--- config.mk ---
export PLATFORM = sky130hd
export DESIGN_NAME = obi_memory_slv_model_fifo
export DESIGN_NICKNAME = d
export VERILOG_FILES = /design/src/rtl/obi_memory_slv_model_fifo.sv
export SDC_FILE = /design/constraint.sdc
export NUM_CORES = 1
export LEC_CHECK = 0
export ABC_AREA = 1
export BUFFER_PORTS_ARGS = -buffer_cell sky130_fd_sc_hd__buf_2
export CAP_MARGIN = 40
export CELL_PAD_IN_SITES_DETAIL_PLACEMENT = 1
export CELL_PAD_IN_SITES_GLOBAL_PLACEMENT = 1
export CORE_MARGIN = 3
export CORE_UTILIZATION = 40
export CTS_CLUSTER_SIZE = 14
export DETAILED_ROUTE_END_ITERATION = 6
export PLACE_DENSITY_LB_ADDON = 0.1
export SLEW_MARGIN = 20
export SYNTH_ARGS = -nofsm -noshare
export SYNTH_HDL_FRONTEND = slang
export SYNTH_SLANG_ARGS = --single-unit
--- constraint.sdc ---
create_clock -name clk -period 1.2 [get_ports clk]
set_input_delay 0 -clock clk [delete_from_list [all_inputs] [get_ports clk]]
set_output_delay 0 -clock clk [all_outputs]
set_load 0.005 [all_outputs]
--- src/rtl/obi_memory_slv_model_fifo.sv ---
// In-order response FIFO; each entry carries a countdown that gates when it may leave.
module obi_memory_slv_model_fifo #(
  parameter int unsigned WIDTH   = 8,
  parameter int unsigned DEPTH   = 4,
  parameter int unsigned LATENCY = 1
) (
  input  logic                     clk,
  input  logic                     reset_n,
  input  logic                     push,
  input  logic [WIDTH-1:0]         push_data,
  input  logic                     pop,
  output logic                     head_ready,
  output logic [WIDTH-1:0]         head_data,
  output logic [$clog2(DEPTH):0]   count
);

  localparam int unsigned PW   = $clog2(DEPTH);
  localparam int unsigned CNTW = $clog2(LATENCY + 1);
  localparam logic [CNTW-1:0] CNT_LOAD = CNTW'(LATENCY - 1);
  localparam logic [CNTW-1:0] CNT_ONE  = CNTW'(1);
  localparam logic [PW-1:0]   PTR_ONE  = PW'(1);
  localparam logic [PW:0]     OCC_ONE  = (PW + 1)'(1);

  logic [WIDTH-1:0] data_q [DEPTH];
  logic [CNTW-1:0]  cnt_q  [DEPTH];
  logic [PW-1:0]    wr_q, wr_d, rd_q, rd_d;
  logic [PW:0]      count_q, count_d;

  always_comb begin
    wr_d    = wr_q;
    rd_d    = rd_q;
    count_d = count_q;
    if (push) wr_d = wr_q + PTR_ONE;
    if (pop)  rd_d = rd_q + PTR_ONE;
    case ({push, pop})
      2'b10:   count_d = count_q + OCC_ONE;
      2'b01:   count_d = count_q - OCC_ONE;
      default: count_d = count_q;
    endcase
  end

  always_ff @(posedge clk) begin
    if (!reset_n) begin
      wr_q    <= '0;
      rd_q    <= '0;
      count_q <= '0;
    end else begin
      wr_q    <= wr_d;
      rd_q    <= rd_d;
      count_q <= count_d;
    end
  end

  // Free-running countdown on every slot; a fresh push overrides its slot.
  always_ff @(posedge clk) begin
    for (int unsigned i = 0; i < DEPTH; i++) begin
      if (cnt_q[PW'(i)] != '0) cnt_q[PW'(i)] <= cnt_q[PW'(i)] - CNT_ONE;
    end
    if (push) begin
      data_q[wr_q] <= push_data;
      cnt_q[wr_q]  <= CNT_LOAD;
    end
  end

  assign head_ready = (count_q != '0) && (cnt_q[rd_q] == '0);
  assign head_data  = data_q[rd_q];
  assign count      = count_q;

endmodule

==> results.ini, run 1 <==
[outcome]
status = finished, violations left
violations = setup timing

[setup_path]
crit_family = flip-flops
critPathBufInv = 2
crit-reg2reg-launch = wr_q[0]$_SDFFE_PN0P_
crit_path_start_kind = register
ff2ff_path_depth = 5
reg2reg_to = data_q[0][0]$_DFFE_PP_
crit_arrival_ps = 1210
path_class = reg2out
cpPeakStageDelay_ps = 420
slowest_stage = dfxtp_4
crit_path_cell_trace = buf_8 > o21ai_2 > o22ai_1 > buf_2
cp.required_ps = 1200
end_kind = output port
cp_max_fo = 6
regToRegSetupSlack_ps = 70

[floorplanning]
die_width_um = 69.9
rows = 22
start_util_pct = 43.0
io_pins = 24
dieHeight_um = 69.9
coreArea_um2 = 3800
die_area_um2 = 4880

[layout]
finalNetCount = 201
instances_no_fill = 231
layout_commonest_cell = edfxtp_1
final_cell_mix = edfxtp_1, buf_2, nor2_1
area_delta_synth_final_pct = 39.4
final_cell_area_um2 = 2270
layout-drive-gt1-share_pct = 41.5
n_antenna_cell = 0

[timing]
hold_viol_final = 0
final_max_slew_viol_count = 0
setup_viol = 2
fin_ws_ps = -7.38
rsz0062_at_grt = true
fmax_mhz = 828
period_needed_ps = 1210
fin_worst_skew_ps = 7.33
relSlewSlack_pct = 82.5
tightestPinTransition_ps = 259
finalCritPeriodShare_pct = 101

[global_routing]
grt_util_met3_pct = 3.88
antenna_found_initial = 0
grt_remaining_overflow = 0
met2_usage_pct = 33.6
first_global_vias = 1287
busiest_layer = met2
grt_usage_pct = 16.6
grt_pass1_wl_mm = 6.16
met1_usage_pct = 16.0
grt_start_max_net_pins = 17

[detailed_routing]
ant_nets = 0
drc = 0
routed_wl_mm = 3.78
vias = 1184
drtIter0Drc = 89
viasPerCell = 5.13
wl_per_cell_um = 16.4
drt_first_pass_iters = 4

[logic_synthesis]
synth_nets = 151
synthDistinctLibCells = 16
seq_area_frac_synth_pct = 69.9
syn_area_um2 = 1630
yosysWarnings = 0
synth_cells = 133
ys_seq_elements = 41
avgSynthCellArea_um2 = 12.3

[power_and_ir_drop]
ir_drop_mv = 0.662
p_total_w = 0.00317
power_density_nw_per_um2 = 1400
p_leak_nw = 0.898

[hold_path]
whs_path_depth = 3
whs_endpoint = count[2]$_SDFFE_PN0P_
min_from = reset_n
hold_class = in2reg

[clock_tree]
cts_sinks = 41
root_buffer = clkbuf_8
clockBufferDepth = 2
cts_tree = built
cts_made_buffers = 5
clk_latency_ps = 280
htreeDepth = 2
clk_pin_slew_worst_paths_ps = 70

[place]
pre_cts_ws_ps = -91.7
gp_congestion = 0.765
dpl-instance-area_um2 = 1920
dpl.cell_count = 213
port_buffers = 23
dpl.hpwl_mm = 2.34

[flow_run]
cap_violations = 0

[routing by layer]
layer  up-vias  routed length (µm)
li1        568                   -
met1       587                1390
met2        25                2230
met3         4                 130
met4         0                  35
met5         -                   0
[tightest hold or removal path, delay by kind of cell]
family | cells | cell delay, ps
and+or+nand+nor | 2 | 110
buffers and inverters | 1 | 140
[how the worst max path moves through the flow]
stage	endpoint	slack, ps	from	cells after the start
floorplan	count[2]$_SDFFE_PN0P_	40	count[0]$_SDFFE_PN0P_	6
global placement	count[2]$_SDFFE_PN0P_	-0.8	push	9
detailed placement	count[2]$_SDFFE_PN0P_	-90	push	9
CTS	head_data[6]	-20	register	4
global route	head_data[7]	-60	register	4
finish	head_data[5]	-7	register	4
[metrics by stage]
step	setup TNS (ps)	utilization, %	hold slack (ps)
after floorplan	0	-	91.9
after global placement	-0.794	50.5	210
after detailed placement	-92.1	50.5	214
after CTS	-81.5	58.7	5.40
after global routing	-471	59.9	20.1
final	-9.03	59.9	9.17
[final cells by class]
class                           instances  area (µm²)
Timing Repair Buffer                   45         378
Inverter                               14        60.1
Tap cell                               48        60.1
Clock inverter                          2        35.0
Fill cell                             384        1520
Sequential cell                        41        1150
Multi-Input combinational cell         76         522
Clock buffer                            5        68.8
[synth_stat cells, drive strengths merged]
| master | count | share of area [%] |
|---|---|---|
| nand2 | 10 | 2.3 |
| nand4 | 1 | 0.38 |
| edfxtp | 32 | 59 |
| fa | 1 | 1.2 |
| o21ai | 22 | 7.2 |
| nor2 | 23 | 5.6 |
| ha | 5 | 3.8 |
| dfxtp | 9 | 11 |
| a21oi | 6 | 1.8 |
| o22ai | 8 | 3.1 |
| buf | 2 | 1.4 |
| inv | 14 | 3.2 |
[registers in the layout, summed over array words and instances (netlist names), named ones only]
signal and cells:
count 3, wr_q 2, data_q 32, rd_q 2
[cell families after synthesis]
group | Yosys count | synth area share, %
compound gates | 36 | 12.1
fa+ha+maj | 6 | 5.06
simple gates | 34 | 8.28
flops | 41 | 69.9
buf+inv | 16 | 4.60
[power breakdown]
part           internal (W)  switching [W]
Clock              0.000604       0.000437
Combinational      0.000233       0.000242
Sequential          0.00161      0.0000517
[repair_timing]
item / 4_1_cts / 5_1_grt
hold buffers: 8 / 0
endpoints found under the hold margin: 32 / 0
pin swaps: 13 / 11
endpoints found under the setup margin: 9 / 35
buffers inserted: 2 / 1
resized for setup: 30 / 22
gates cloned: 1 / 0
Note: power is estimated with default switching activity, not from simulation.
==> run 2: changes to the inputs <==
--- a/config.mk
+++ b/config.mk
@@ -7,11 +7,11 @@
 export LEC_CHECK = 0
 export ABC_AREA = 1
 export BUFFER_PORTS_ARGS = -buffer_cell sky130_fd_sc_hd__buf_2
-export CAP_MARGIN = 40
+export CAP_MARGIN = 20
 export CELL_PAD_IN_SITES_DETAIL_PLACEMENT = 1
 export CELL_PAD_IN_SITES_GLOBAL_PLACEMENT = 1
 export CORE_MARGIN = 3
-export CORE_UTILIZATION = 40
+export CORE_UTILIZATION = 47
 export CTS_CLUSTER_SIZE = 14
 export DETAILED_ROUTE_END_ITERATION = 6
 export PLACE_DENSITY_LB_ADDON = 0.1
==> constraint.sdc (replaced) <==
create_clock -name clk -period 1.5 [get_ports clk]
set_input_delay 0 -clock clk [delete_from_list [all_inputs] [get_ports clk]]
set_output_delay 0 -clock clk [all_outputs]
set_load 0.005 [all_outputs]
==> run 2 against run 1 <==
The run now ends clean. Critical path type is now in2reg. Non-clock buffer count decreased by 10. Die area decreased by 14%. Clock skew increased by 6.6 ps. Largest cell class unchanged.
==> results.ini, run 2 (synthesized netlist as in run 1, its figures left out) <==
[outcome]
status = completed

[setup_path]
cp.required_ps = 1730
regToRegSetupSlack_ps = 190
worst-path-stages = 6
slowest_stage = dlygate4sd3_1
path_class = in2reg
critPathBufInv = 2
crit_path_start_kind = primary input
startpoint = pop
crit_end = count[1]$_SDFFE_PN0P_
end_kind = register
crit_arrival_ps = 1670
cpPeakStageDelay_ps = 520
crit-reg2reg-launch = wr_q[0]$_SDFFE_PN0P_
cp_max_fo = 5
reg2reg_to = data_q[2][5]$_DFFE_PP_
crit_path_cell_trace = dlygate4sd3_1 > buf_2 > ha_1 > fa_2 > o21ai_0 > nor2_1
ff2ff_path_depth = 4
crit_family = adder cells

[detailed_routing]
wl_per_cell_um = 16.3
routed_wl_mm = 3.54
viasPerCell = 5.17
drc = 0
vias = 1126
ant_nets = 0
drt_first_pass_iters = 4
drtIter0Drc = 60

[place]
port_buffers = 23
gp_congestion = 0.761
dpl.hpwl_mm = 2.39
dpl-instance-area_um2 = 1790

[layout]
area_delta_synth_final_pct = 19.7
num-fill-cells = 351
final_cell_area_um2 = 1950
n_antenna_cell = 0
layout_commonest_cell = edfxtp_1
finalNetCount = 191
top_register = data_q
final_cell_mix = edfxtp_1, buf_2, nor2_1
largest_reg_flops = 32
layout-drive-gt1-share_pct = 23.6

[global_routing]
grt_pass1_wl_mm = 5.66
grt_remaining_overflow = 0
grt_start_max_net_pins = 17
first_global_vias = 1218
antenna_found_initial = 0
grt_usage_pct = 18.5

[floorplanning]
rows = 20
dieHeight_um = 64.9
die_area_um2 = 4210
coreArea_um2 = 3180
start_util_pct = 51.3
io_pins = 24
die_width_um = 64.9

[hold_path]
hold_class = in2reg
whs_path_depth = 3

[timing]
tns_ps = 0
fmax_mhz = 692
setup_viol = 0
tightestPinTransition_ps = 407
final_max_slew_viol_count = 0
period_needed_ps = 1450
hold_viol_final = 0
rsz0062_at_grt = false
relSlewSlack_pct = 72.8
finalCritPeriodShare_pct = 96.3
fin_worst_skew_ps = 14.0

[clock_tree]
cts_sinks = 41
clk_latency_ps = 340
root_buffer = clkbuf_4
cts_made_buffers = 5
cts_setup_buffers = 0
clk_pin_slew_worst_paths_ps = 120
htreeDepth = 2
cts_tree = built
clockBufferDepth = 2

[power_and_ir_drop]
ir_drop_mv = 0.561
power_density_nw_per_um2 = 1080
p_leak_nw = 0.777

[flow_run]
cap_violations = 0

[run 2: layer usage]
metal  part of all wire (%)  track usage, %  vias to the layer above
li1                       -               -                      548
met1                     39            19.4                      557
met2                     58            35.4                       19
met3                    2.2            5.20                        2
met4                   0.42            5.54                        0
met5                      0               0                        -
[run 2: worst min-delay path by stage]
stage,slack [ps],to,startpoint
2_1_floorplan,90,register,pop
3_5_place_dp,220,data_q[1][0]$_DFFE_PP_,push_data[0]
4_1_cts,10,wr_q[1]$_SDFFE_PN0P_,push
3_3_place_gp,210,data_q[0][0]$_DFFE_PP_,push_data[0]
6_report,30,wr_q[1]$_SDFFE_PN0P_,push
5_1_grt,30,wr_q[1]$_SDFFE_PN0P_,push
[run 2: where the power goes]
part / switching (W) / leakage [nW] / internal [W]
Sequential: 0.0000373 / 0.369 / 0.00128
Clock: 0.000326 / 0.0320 / 0.000179
Combinational: 0.000162 / 0.376 / 0.000120
Total: 0.000525 / 0.777 / 0.00158
[run 2: layout make-up]
class	count	area, µm²	share of cell area, %
clock buffers	6	41.3	2.11
clock inverters	2	10.0	0.512
flip-flops and latches	41	1140	58.6
repair buffers	35	230	11.8
multi-input cells	76	418	21.4
well taps	44	55.1	2.82
inverters	14	55.1	2.82
[run 2: through the flow]
stage	total power, W	utilization, %	hold slack, ps	cells	worst slack, ps
after detailed placement	0.00160	56.5	224	200	109
after floorplan	0.00148	-	91.9	133	336
after global routing	0.00224	61.5	33.4	218	27.8
after CTS	0.00213	61.3	9.71	218	33.8
after global placement	0.00158	56.5	209	200	247
final	0.00211	61.5	30.8	218	54.9
[run 2: repair_timing]
action                                 CTS  global route
endpoints found under the hold margin   41             0
hold buffers                            10             0
gates resized for setup                  2             4
setup endpoints to repair                3             6
[run 2: worst min-delay path: cells and delay by family]
family	cells	cell delay, ps
AOI/OAI and AO/OA	1	80
buffers and inverters	2	250
